`src/rtl/id_ex_stage.sv`:
```
// id_ex_stage: ID/EX pipeline register with EX/MEM and MEM/WB forwarding and load-use stall
module id_ex_stage #(
    parameter int XLEN   = 32,
    parameter int RA_W   = 5,
    parameter int CTRL_W = 4,
    parameter int CNT_W  = 32
) (
    input  logic              clk,
    input  logic              rst_n,
    input  logic              flush,
    input  logic              in_valid,
    output logic              in_ready,
    input  logic [CTRL_W-1:0] in_alu_ctrl,
    input  logic [RA_W-1:0]   in_rs1_addr,
    input  logic [RA_W-1:0]   in_rs2_addr,
    input  logic [XLEN-1:0]   in_rs1_data,
    input  logic [XLEN-1:0]   in_rs2_data,
    input  logic [XLEN-1:0]   in_imm,
    input  logic [XLEN-1:0]   in_pc,
    input  logic              in_use_pc,
    input  logic              in_use_imm,
    input  logic [RA_W-1:0]   in_rd_addr,
    input  logic              in_rd_we,
    input  logic [RA_W-1:0]   exm_rd_addr,
    input  logic              exm_rd_we,
    input  logic              exm_is_load,
    input  logic [XLEN-1:0]   exm_rd_data,
    input  logic [RA_W-1:0]   mwb_rd_addr,
    input  logic              mwb_rd_we,
    input  logic [XLEN-1:0]   mwb_rd_data,
    output logic              out_valid,
    input  logic              out_ready,
    output logic [CTRL_W-1:0] alu_ctrl,
    output logic [XLEN-1:0]   data_x,
    output logic [XLEN-1:0]   data_y,
    output logic [XLEN-1:0]   store_data,
    output logic [RA_W-1:0]   out_rd_addr,
    output logic              out_rd_we,
    output logic [CNT_W-1:0]  stall_cnt
);
    logic              v, use_pc, use_imm;
    logic [RA_W-1:0]   rs1_a, rs2_a;
    logic [XLEN-1:0]   rs1_d, rs2_d, imm, pc, fwd1, fwd2;
    logic              exm_hit1, exm_hit2, mwb_hit1, mwb_hit2, hazard, fire_out, load;
    always_comb begin
        exm_hit1  = exm_rd_we && exm_rd_addr == rs1_a && rs1_a != '0;
        exm_hit2  = exm_rd_we && exm_rd_addr == rs2_a && rs2_a != '0;
        mwb_hit1  = mwb_rd_we && mwb_rd_addr == rs1_a && rs1_a != '0;
        mwb_hit2  = mwb_rd_we && mwb_rd_addr == rs2_a && rs2_a != '0;
        fwd1      = exm_hit1 ? exm_rd_data : mwb_hit1 ? mwb_rd_data : rs1_d;
        fwd2      = exm_hit2 ? exm_rd_data : mwb_hit2 ? mwb_rd_data : rs2_d;
        data_x    = use_pc ? pc : fwd1;
        data_y    = use_imm ? imm : fwd2;
        store_data = fwd2;
        hazard    = v && exm_is_load && exm_rd_we && exm_rd_addr != '0 && ((exm_hit1 && !use_pc) || exm_hit2);
        out_valid = v && !hazard;
        fire_out  = out_valid && out_ready;
        in_ready  = !flush && (!v || fire_out);
        load      = in_valid && in_ready;
    end
    always_ff @(posedge clk or negedge rst_n) begin
        if (!rst_n) begin
            v           <= 1'b0;
            alu_ctrl    <= '0;
            rs1_a       <= '0;
            rs2_a       <= '0;
            rs1_d       <= '0;
            rs2_d       <= '0;
            imm         <= '0;
            pc          <= '0;
            use_pc      <= 1'b0;
            use_imm     <= 1'b0;
            out_rd_addr <= '0;
            out_rd_we   <= 1'b0;
            stall_cnt   <= '0;
        end else begin
            if (flush) v <= 1'b0;
            else if (load) begin
                v           <= 1'b1;
                alu_ctrl    <= in_alu_ctrl;
                rs1_a       <= in_rs1_addr;
                rs2_a       <= in_rs2_addr;
                rs1_d       <= in_rs1_data;
                rs2_d       <= in_rs2_data;
                imm         <= in_imm;
                pc          <= in_pc;
                use_pc      <= in_use_pc;
                use_imm     <= in_use_imm;
                out_rd_addr <= in_rd_addr;
                out_rd_we   <= in_rd_we;
            end else if (fire_out) v <= 1'b0;
            if (hazard && !flush && !(&stall_cnt)) stall_cnt <= stall_cnt + CNT_W'(1);
        end
    end
endmodule

```
`config.mk`:
```
export PLATFORM = sky130hd
export DESIGN_NAME = id_ex_stage
export DESIGN_NICKNAME = d
export VERILOG_FILES = /design/src/rtl/id_ex_stage.sv
export SDC_FILE = /design/constraint.sdc
export NUM_CORES = 1
export LEC_CHECK = 0
export CORE_MARGIN = 5
export CORE_UTILIZATION = 35
export CTS_CLUSTER_SIZE = 28
export DETAILED_ROUTE_END_ITERATION = 7
export PLACE_DENSITY = 0.64
export SLEW_MARGIN = 20
export SYNTH_ARGS = -nofsm -noshare
export SYNTH_HDL_FRONTEND = slang
export SYNTH_SLANG_ARGS = --single-unit
```
`constraint.sdc`:
```
create_clock -name clk -period 7.2 [get_ports clk]
set_clock_uncertainty 0.1 [all_clocks]
set_input_delay 0.72 -clock clk [delete_from_list [all_inputs] [get_ports clk]]
set_output_delay 0.72 -clock clk [all_outputs]
set_load 0.02 [all_outputs]
```
* Word level (Yosys, flattened, before mapping) *
Index checks and enable logic that the tools add are counted.

storage, ports and cells
  register bits after elaboration = 183
  latch bits = 0
  RAM bits = 0
  memory bits (read-only) = 0
  input port bits = 232
  output and inout port bits = 140
  logic and storage cells = 60
  memories = 0

operators by class
  add/sub/neg operators = 1
  multiply operators = 0
  div/mod/pow operators = 0
  order comparisons = 0
  eq/ne operators = 4
  shifts and indexed selects = 0
  muxes and demuxes = 9
  bitwise gates (word level) = 1
  reduce and logical (&&, ||, !) cells = 32

operator list
  cell                                                              number
  32-bit two-way mux                                                6
  32-bit by 1-bit adder with 32-bit output (second input constant)  1
  32-bit AND reduction                                              1
  5-bit equality test                                               4
  1-bit logical AND                                                 19
  5-bit nonzero test                                                3
  1-bit zero test                                                   5
  1-bit two-way mux                                                 3
  3-bit nonzero test                                                1
  1-bit logical OR                                                  2
  2-bit AND reduction                                               1
  1-bit inverter                                                    1

* Logic depth before layout (Yosys ltp) *
Gate-level depths: netlist of run 1.

  depth after elaboration = 14
  gate-level depth with buffers = 9
  depth with buffers taken out = 6

* Worst setup path before layout of run 1 *
OpenSTA, ideal clock, no wires.

  path type = input -> output
  start point = input port exm_rd_addr[0]
  end point = output port data_y[10]
  data arrival time = 2.491 ns
  required time = 6.380 ns
  path slack = 3.889 ns
  stages on the path = 7
  path buffers = 3
  cell sequence = xor2_1 or4_1 clkbuf_2 buf_2 buf_2 a21oi_1 mux2_2

between the ends
  cells in the longest elaborated chain, start to end = 5

RTL lines
  item                             line  RTL
  start, declared                  24    input logic [RA_W-1:0] exm_rd_addr,
  5-bit equality test              47    exm_hit2 = exm_rd_we && exm_rd_addr == rs2_a && rs2_a != '0;
  1-bit logical AND (2 in series)  47
  32-bit two-way mux               51    fwd2 = exm_hit2 ? exm_rd_data : mwb_hit2 ? mwb_rd_data : rs2_d;
  named net store_data[10]         36    output logic [XLEN-1:0] store_data,
  32-bit two-way mux               53    data_y = use_imm ? imm : fwd2;
  end, declared                    35    output logic [XLEN-1:0] data_y,

The timed path passes the listed nets, and every way through them passes these cells.

* Final worst setup path of run 1 *
  start point = register rs1_a[1]
  end point = output port data_x[17]

between the ends
  cells in the longest elaborated chain, start to end = 6
  elaborated cells on any way between the ends = 10

RTL lines
  item                             line  RTL
  start, declared                  42    logic [RA_W-1:0] rs1_a, rs2_a;
  start signal, assigned           81    rs1_a <= in_rs1_addr;
  5-bit equality test              48    mwb_hit1 = mwb_rd_we && mwb_rd_addr == rs1_a && rs1_a != '0;
  1-bit logical AND (2 in series)  48
  32-bit two-way mux               50    fwd1 = exm_hit1 ? exm_rd_data : mwb_hit1 ? mwb_rd_data : rs1_d;
  32-bit two-way mux (*)           50
  32-bit two-way mux (*)           52    data_x = use_pc ? pc : fwd1;
  end, declared                    34    output logic [XLEN-1:0] data_x,

Every way passes the cells marked *; elsewhere a longest branch is shown, timed or not.

==> results.sh, run 1 <==
export IMPL_tns_ns=0
export IMPL_grt_max_degree=79
export IMPL_placed_area_um2=13560
export IMPL_syn_to_final_growth_pct=48.50
export IMPL_synth_area_leaders="dfrtp_1 (48%), mux2_2 (22%), mux2i_1 (6.7%)"
export IMPL_max_slew_margin_rel_pct=29.13
export IMPL_crit_type="flop to output port"
export IMPL_top_usage_layer="met2"
export IMPL_worst_pin_slew_ns=1.063
export IMPL_wl_per_cell_um=22.24
export IMPL_placed_cells_incl_taps=1478
export IMPL_grt_pass1_vias=8267
export IMPL_crit_slowest_cell="or3_2"
export IMPL_final_nets=1389
export IMPL_timing_fmax_mhz=210.4
export IMPL_dieArea_um2=30710
export IMPL_synth_cells=807
export IMPL_dr_pass1_iters=5
export IMPL_synthesis_area_um2=9555
export IMPL_endpoint_kind="output port"
export IMPL_drc=0
export IMPL_instances_no_fill=1514
export IMPL_cts_hold_buf=0
export IMPL_drive_gt1_share_pct=20.31
export IMPL_p_leak_nw=5.725
export IMPL_post_route_period_util_pct=66.01
export IMPL_synth_top_area_share_pct=47.92
export IMPL_ys_seq_elements=183
export IMPL_ctsResizeCount=0
export IMPL_finalSetupViolCount=0
export IMPL_via_per_inst=5.133
export IMPL_drv_cap=0
export IMPL_io_buffer_count=371
export IMPL_multi_input_area_um2=4725
export IMPL_grt_pass1_wl_mm=51.07
export IMPL_critPathArrivalTime_ns=3.93
export IMPL_max_stage_delay_ns=0.69
export IMPL_crit_family="simple AND/OR/NAND/NOR gates"
export IMPL_clk_pin_slew_worst_paths_ns=0.08
export IMPL_synth_cell_types=37
export IMPL_dr_total_vias=7771
export IMPL_finalWirelength_mm=33.67
export IMPL_drtIter0Drc=459
export IMPL_dpl_hpwl_mm=25.05
export IMPL_synth_seq_area_share_pct=47.92
export IMPL_cts_max_path_buffers=2
export IMPL_syn_avg_cell_area_um2=11.84
export IMPL_worstPathCellList="or4_1 > nor2_1 > or3_2 > buf_4 > nor2_1 > a211oi_1 > a21o_1 > clkdlybuf4s50_1"
export IMPL_tritoncts="built"
export IMPL_hold_viol=0
export IMPL_status="completed"
export IMPL_coreArea_um2=26950
export IMPL_synth_fp_nets=1040
export IMPL_seq_area_um2=4582
export IMPL_grt_met1_usage_pct=26.20
export IMPL_startpoint_type="flop"
export IMPL_fin_util_pct=52.65
export IMPL_yosys_area_top_type="dfrtp_1"
export IMPL_htree_levels=4
export IMPL_path_common_cell="nor2_1"
export IMPL_num_io_pins=372
export IMPL_die_h_um=175.2
export IMPL_cts_buffers=17
export IMPL_fillers=2390
export IMPL_worstPathMaxFanout=39
export IMPL_grt_ovfl_total=0
export IMPL_cts_root_buf="clkbuf_16"
export IMPL_grt_use_total_pct=21.50
export IMPL_min_period_ns=4.753
export IMPL_ir_worst_vdd_mv=0.1364
export IMPL_clk_latency_ns=0.42
export IMPL_cts_sinks=183
export IMPL_yosysWarnings=0
export IMPL_worstPathRequired_ns=6.38
export IMPL_cts_setup_buffers=0
export IMPL_place_gp_congestion=0.8080
export IMPL_design_area_um2=14190
export IMPL_rsz0062_at_grt="false"
export IMPL_worst_path_buf_inv=2
export IMPL_use_met3_pct=7.248
export IMPL_ant_nets=0
export IMPL_pwr_density_cell_nw_per_um2=249.2
export IMPL_use_met2_pct=36.62
export IMPL_hp_class="primary input to async pin"
export IMPL_antenna_found_initial=12
export IMPL_rows=60
export IMPL_dieWidth_um=175.2
export IMPL_initial_core_util_pct=35.45
export IMPL_slew_violations=0
sequential cells by signal, indices dropped and copies added (netlist names):
name and count:
imm 32, pc 32, rs1_d 32, rs2_d 32, stall_cnt 32, out_rd_addr 5, rs1_a 5, rs2_a 5
alu_ctrl 4, out_rd_we 1, use_imm 1, use_pc 1, v 1
metrics by stage:
step	hold slack (ns)	power, mW	setup slack, ns
detailed placement	0.3798	2.547	2.441
global placement	0.3844	2.531	2.509
global route	0.1710	3.705	2.199
finish	0.1579	3.536	2.447
CTS	0.1631	3.581	2.378
floorplan	0.3244	1.940	3.889
cells in the final DEF, fill, tap and decap left out, types with 3 or more instances in the layout:
cell type        synthesis  routed
diode_2                  0       6
clkdlybuf4s50_1          0     370
nor2_1                  76      76
nor3_1                  19      19
a21oi_1                 35      35
or4_1                    5       4
clkbuf_16                0      17
xor2_1                  30      30
dfrtp_1                183     181
mux2i_1                 64      64
nor4_4                   1       3
a21o_1                  32      32
a211oi_1                33      33
nand4_1                 13      13
inv_1                    4       4
inv_6                    0       4
buf_4                   10      12
nor4b_1                  4       4
xnor2_1                 20      20
mux2_2                 184     184
nand2_1                 10      10
and4_1                   3       3
nand3_1                 19      19
bufinv_16                0       4
report_power, final:
| group | switching [mW] | internal (mW) |
|---|---|---|
| registers | 0.109 | 1.18 |
| clock network | 0.436 | 0.587 |
| logic | 0.555 | 0.668 |
| total | 1.10 | 2.44 |
worst paths after layout:
check	from	endpoint	slack, ns	depth (start not counted)
max	rs1_a[1]$_DFFE_PN0P_	data_x[17]	2.45	8
min	rst_n	imm[25]$_DFFE_PN0P_	0.16	1
max reg2reg	rs2_a[1]$_DFFE_PN0P_	rs2_d[0]$_DFFE_PN0P_	3.40	7
min reg2reg	stall_cnt[4]$_DFFE_PN0P_	stall_cnt[4]$_DFFE_PN0P_	0.40	1
max in group asynchronous	rst_n	use_imm$_DFFE_PN0P_	5.46	2
min in group clk	stall_cnt[4]$_DFFE_PN0P_	stall_cnt[4]$_DFFE_PN0P_	0.40	1
kinds of logic (layout without fill, tap and decap cells):
| kind of cell | after synthesis | after routing | synth area share (%) |
|---|---|---|---|
| buffers and inverters | 57 | 417 | 3.025 |
| flip-flops | 183 | 183 | 47.92 |
| AND/OR/NAND/NOR | 164 | 164 | 8.682 |
| XOR/XNOR | 50 | 50 | 4.583 |
| multiplexers | 248 | 248 | 28.39 |
| other | 0 | 6 | 0 |
| adder cells (fa/ha/maj) | 1 | 1 | 0.1309 |
| AO/OA/AOI/OAI | 104 | 104 | 7.267 |
synthesized netlist by cell type (all sizes together):
cell	number
mux2	184
dfrtp	183
nor2	76
mux2i	64
a21oi	35
a211oi	33
a21o	32
buf	32
xor2	30
clkbuf	21
xnor2	20
nand3	19
nor3	19
nand4	13
nand2	10
nor4	6
or4	5
inv	4
nor4b	4
and4	3
and3	2
nor2b	2
or3	2
a211o	1
ha	1
nand3b	1
nor3b	1
o2111ai	1
o21ai	1
o311ai	1
or2	1
layout make-up:
cell class	count	share of cell area (%)
Multi-Input combinational cell	567	33.30
Sequential cell	183	32.29
Timing Repair Buffer	383	26.83
Clock buffer	18	3.024
Tap cell	341	3.007
Clock inverter	12	1.340
Inverter	4	0.1058
Antenna cell	6	0.1058
metal layers:
metal	share of wire, %	vias up
met4	1.5	12
met1	41	3835
met3	7.4	42
met5	0.27	-
met2	49	258
li1	-	3624
Power figures use the tool's default switching activity.
==> inputs of run 2 (changes only) <==
==> constraint.sdc (replaced) <==
create_clock -name clk -period 4.4 [get_ports clk]
set_clock_uncertainty 0.1 [all_clocks]
set_input_delay 0.44 -clock clk [delete_from_list [all_inputs] [get_ports clk]]
set_output_delay 0.44 -clock clk [all_outputs]
set_load 0.02 [all_outputs]
==> results.sh, run 2 (same netlist as run 1, synthesis figures left out) <==
export IMPL_cts_sinks=183
export IMPL_clk_pin_slew_worst_paths_ns=0.08
export IMPL_cts_setup_buffers=0
export IMPL_io_buffer_count=371
export IMPL_worstPathCellList="or4_1 > nor2_1 > or3_4 > buf_12 > nor2_1 > a211oi_1 > a21o_1 > clkdlybuf4s50_1"
export IMPL_worstPathRequired_ns=3.86
export IMPL_status="completed"
export IMPL_crit_type="flop to output port"
export IMPL_num_io_pins=372
export IMPL_max_stage_delay_ns=0.60
export IMPL_cts_buffers=17
export IMPL_dieWidth_um=175.2
export IMPL_mostFrequentLayoutCell="clkdlybuf4s50_1"
export IMPL_cts_root_buf="clkbuf_16"
export IMPL_endpoint_kind="output port"
export IMPL_die_h_um=175.2
export IMPL_dieArea_um2=30710
export IMPL_startpoint_type="flop"
export IMPL_grt_max_degree=118
export IMPL_final_cell_mix="clkdlybuf4s50_1 (370), mux2_2 (184), dfrtp_1 (181), nor2_1 (76), mux2i_1 (64)"
export IMPL_switching_share_pct=31.86
export IMPL_worst_pin_slew_ns=0.9832
export IMPL_finalSetupViolCount=0
export IMPL_ant_nets=0
export IMPL_final_nets=1395
export IMPL_grt_ovfl_total=0
export IMPL_hp_class="flop to flop"
export IMPL_clk_latency_ns=0.43
export IMPL_coreArea_um2=26950
export IMPL_post_route_period_util_pct=94.55
export IMPL_pwr_density_cell_nw_per_um2=402.0
export IMPL_tritoncts="built"
export IMPL_initial_core_util_pct=35.45
export IMPL_slew_violations=0
export IMPL_crit_slowest_cell="clkdlybuf4s50_1"
export IMPL_dr_total_vias=7825
export IMPL_p_int_mw=3.922
export IMPL_dpl_hpwl_mm=24.50
export IMPL_rows=60
export IMPL_max_slew_margin_rel_pct=34.45
export IMPL_combPwrFrac_pct=35.0
export IMPL_drtIter0Drc=440
export IMPL_dr_pass1_iters=5
export IMPL_critPathArrivalTime_ns=3.62
export IMPL_cts_max_path_buffers=2
export IMPL_grt_use_total_pct=21.25
export IMPL_via_per_inst=5.158
export IMPL_ir_worst_vdd_mv=0.2349
export IMPL_antenna_found_initial=5
export IMPL_finalWirelength_mm=33.21
export IMPL_grt_pass1_vias=8119
export IMPL_p_sw_mw=1.834
export IMPL_path_common_cell="nor2_1"
export IMPL_fin_util_pct=53.12
export IMPL_timing_fmax_mhz=240.4
export IMPL_min_period_ns=4.160
export IMPL_syn_to_final_growth_pct=49.82
export IMPL_place_gp_congestion=0.8349
export IMPL_drive_gt1_share_pct=20.85
export IMPL_tns_ns=0
export IMPL_drc=0
export IMPL_wl_per_cell_um=21.89
export IMPL_worstPathMaxFanout=38
export IMPL_p_seq_share_pct=36.6
export IMPL_hold_viol=0
export IMPL_drv_cap=0
export IMPL_p_leak_nw=5.792
export IMPL_htree_levels=4
export IMPL_grt_pass1_wl_mm=50.47
export IMPL_clkPwrFrac_pct=28.4
export IMPL_rsz0062_at_grt="false"
==> run 2: worst paths after layout <==
check                      cells after the start  slack (ns)                  endpoint            startpoint
min                                            1        0.40        imm[8]$_DFFE_PN0P_    imm[8]$_DFFE_PN0P_
max in group asynchronous                      4        2.66         pc[0]$_DFFE_PN0P_                 rst_n
min in group asynchronous                      2        0.44     rs1_d[25]$_DFFE_PN0P_                 rst_n
max reg2reg                                    6        1.03  stall_cnt[1]$_DFFE_PN0P_  rs2_a[1]$_DFFE_PN0P_
min reg2reg                                    1        0.40        imm[8]$_DFFE_PN0P_    imm[8]$_DFFE_PN0P_
max                                            8        0.24                 data_x[0]  rs1_a[1]$_DFFE_PN0P_
==> run 2: layout make-up <==
| type | count | area [um^2] |
|---|---|---|
| inverter | 4 | 15.01 |
| timing repair buffer | 389 | 3938 |
| antenna | 1 | 2.502 |
| fill | 2394 | 12630 |
| tap | 341 | 426.7 |
| clock inverter | 14 | 185.2 |
| sequential | 183 | 4582 |
| multi-input combinational | 567 | 4728 |
| clock buffer | 18 | 439.2 |
==> run 2: layer usage <==
layer	part of all wire, %	GRT usage [%]
met4	1.3	4.354
met1	41	26.34
met3	8.1	7.529
met5	0.12	0
met2	49	35.96
==> run 2: power groups by stage <==
stage	logic [mW]	clock network (mW)	registers, mW
global route	2.14	1.76	2.15
global placement	2.01	0	2.13
CTS	2.04	1.68	2.11
detailed placement	2.03	0	2.14
finish	2.01	1.63	2.11
floorplan	1.08	0	2.09
==> run 2: what timing repair did <==
action	in CTS	in global routing
setup endpoints to repair	0	2
resized for setup	0	1
hold buffers	0	1
hold endpoints to repair	0	55
==> run 2: through the flow <==
stage	cells	setup WS [ns]	cell area [um^2]	total power, mW	hold WS, ns
2_1_floorplan	807	1.477	9555	3.175	0.04441
3_3_place_gp	1482	0.3721	13650	4.148	0.3833
3_5_place_dp	1482	0.3446	13650	4.169	0.3899
4_1_cts	1514	0.05569	14270	5.829	0.1233
5_1_grt	1517	0.06922	14320	6.050	0.4184
6_report	1517	0.2396	14320	5.755	0.4047
==> run 2: critical path: cells and delay by family, from the launching register on <==
family,cells,cell delay [ns]
and+or+nand+nor,4,1.28
buffers and inverters,2,0.86
AOI/OAI and AO/OA,2,0.58
DFF,1,0.43
==> inputs of run 3 (changes only) <==
--- a/config.mk
+++ b/config.mk
@@ -9,6 +9,7 @@
 export CORE_UTILIZATION = 35
 export CTS_CLUSTER_SIZE = 28
 export DETAILED_ROUTE_END_ITERATION = 7
+export HOLD_SLACK_MARGIN = 0.15
 export PLACE_DENSITY = 0.64
 export SLEW_MARGIN = 20
 export SYNTH_ARGS = -nofsm -noshare
==> results.sh, run 3 (same netlist as run 1, synthesis figures left out) <==
export IMPL_pwr_density_cell_nw_per_um2=402.0
export IMPL_antenna_found_initial=5
export IMPL_critPathArrivalTime_ns=3.62
export IMPL_mostFrequentLayoutCell="clkdlybuf4s50_1"
export IMPL_htree_levels=4
export IMPL_dr_total_vias=7818
export IMPL_num_io_pins=372
export IMPL_rows=60
export IMPL_clkPwrFrac_pct=28.4
export IMPL_grt_max_degree=118
export IMPL_grt_pass1_wl_mm=50.51
export IMPL_crit_type="flop to output port"
export IMPL_initial_core_util_pct=35.45
export IMPL_cts_buffers=17
export IMPL_cts_sinks=183
export IMPL_wl_per_cell_um=21.88
export IMPL_dieWidth_um=175.2
export IMPL_p_int_mw=3.922
export IMPL_coreArea_um2=26950
export IMPL_syn_to_final_growth_pct=49.82
export IMPL_io_buffer_count=371
export IMPL_ant_nets=0
export IMPL_p_sw_mw=1.833
export IMPL_clk_latency_ns=0.43
export IMPL_grt_ovfl_total=0
export IMPL_final_nets=1395
export IMPL_finalSetupViolCount=0
export IMPL_finalWirelength_mm=33.19
export IMPL_tns_ns=0
export IMPL_drtIter0Drc=421
export IMPL_dr_pass1_iters=5
export IMPL_hp_class="flop to flop"
export IMPL_combPwrFrac_pct=35.0
export IMPL_rsz0062_at_grt="false"
export IMPL_timing_fmax_mhz=240.4
export IMPL_cts_max_path_buffers=2
export IMPL_grt_pass1_vias=8130
export IMPL_tritoncts="built"
export IMPL_final_cell_mix="clkdlybuf4s50_1 (370), mux2_2 (184), dfrtp_1 (181), nor2_1 (76), mux2i_1 (64)"
export IMPL_grt_use_total_pct=21.26
export IMPL_dieArea_um2=30710
export IMPL_drv_cap=0
export IMPL_slew_violations=0
export IMPL_worst_pin_slew_ns=0.9776
export IMPL_min_period_ns=4.160
export IMPL_cts_root_buf="clkbuf_16"
export IMPL_endpoint_kind="output port"
export IMPL_post_route_period_util_pct=94.55
export IMPL_status="completed"
export IMPL_worstPathMaxFanout=38
export IMPL_p_leak_nw=5.792
export IMPL_power_mw=5.755
export IMPL_ir_worst_vdd_mv=0.2351
export IMPL_p_seq_share_pct=36.6
export IMPL_drive_gt1_share_pct=20.85
export IMPL_place_gp_congestion=0.8349
export IMPL_via_per_inst=5.154
export IMPL_switching_share_pct=31.85
export IMPL_max_slew_margin_rel_pct=34.82
export IMPL_hold_viol=0
export IMPL_die_h_um=175.2
export IMPL_worstPathRequired_ns=3.86
export IMPL_clk_pin_slew_worst_paths_ns=0.08
export IMPL_drc=0
export IMPL_dpl_hpwl_mm=24.50
export IMPL_reg2reg_slack_ns=1.04
export IMPL_startpoint_type="flop"
run 3: cell counts in the layout (fill, tap and decap cells not counted):
Identical to the previous run, type by type.
run 3: path summary, 6_finish.rpt:
path | from | end | cells past startpoint
max in group asynchronous | rst_n | pc[0]$_DFFE_PN0P_ | 4
worst min-delay path | imm[8]$_DFFE_PN0P_ | imm[8]$_DFFE_PN0P_ | 1
min in group asynchronous | rst_n | rs1_d[25]$_DFFE_PN0P_ | 2
worst max register to register | rs2_a[1]$_DFFE_PN0P_ | stall_cnt[1]$_DFFE_PN0P_ | 6
worst min register to register | imm[8]$_DFFE_PN0P_ | imm[8]$_DFFE_PN0P_ | 1
worst max-delay path | rs1_a[1]$_DFFE_PN0P_ | data_x[0] | 8
run 3: critical path: stages (launching register included):
cell             delay (ns)
dfrtp_1                0.43
or4_1                  0.54
nor2_1                 0.26
or3_4                  0.42
buf_12                 0.26
nor2_1                 0.06
a211oi_1               0.44
a21o_1                 0.14
clkdlybuf4s50_1        0.60
run 3: per-layer routing:
metal	vias up	part of all wire, %	track usage (%)
met5	-	0.12	0
met4	8	1.3	4.354
met3	36	8.2	7.529
met2	282	49	35.99
met1	3859	42	26.36
li1	3633	-	-
run 3: timing repair:
item	4_1_cts	5_1_grt
hold buffers	1	0
resized for setup	0	1
endpoints found under the hold margin	115	0
buffers inserted	0	0
setup endpoints to repair	0	2
run 3: metrics by stage:
step | util (%) | setup slack, ns | hold slack [ns] | std cells | area, um^2
2_1_floorplan | - | 1.477 | 0.04441 | 807 | 9555
3_3_place_gp | 50.64 | 0.3721 | 0.3833 | 1482 | 13650
3_5_place_dp | 50.64 | 0.3446 | 0.3899 | 1482 | 13650
4_1_cts | 52.99 | 0.05569 | 0.4078 | 1515 | 14280
5_1_grt | 53.12 | 0.06922 | 0.4184 | 1517 | 14320
6_report | 53.12 | 0.2398 | 0.4041 | 1517 | 14320
run 3: power groups by stage:
stage	clock network (mW)	logic, mW	registers (mW)
floorplan	0	1.08	2.09
global placement	0	2.01	2.13
detailed placement	0	2.03	2.14
CTS	1.68	2.04	2.11
global route	1.76	2.14	2.15
finish	1.63	2.01	2.11
run 3: layout make-up:
cell class | count | area (um^2)
Multi-Input combinational cell | 567 | 4728
Timing Repair Buffer | 389 | 3938
Antenna cell | 1 | 2.502
Inverter | 4 | 15.01
Clock inverter | 14 | 185.2
Fill cell | 2394 | 12630
Clock buffer | 18 | 439.2
Tap cell | 341 | 426.7
Sequential cell | 183 | 4582
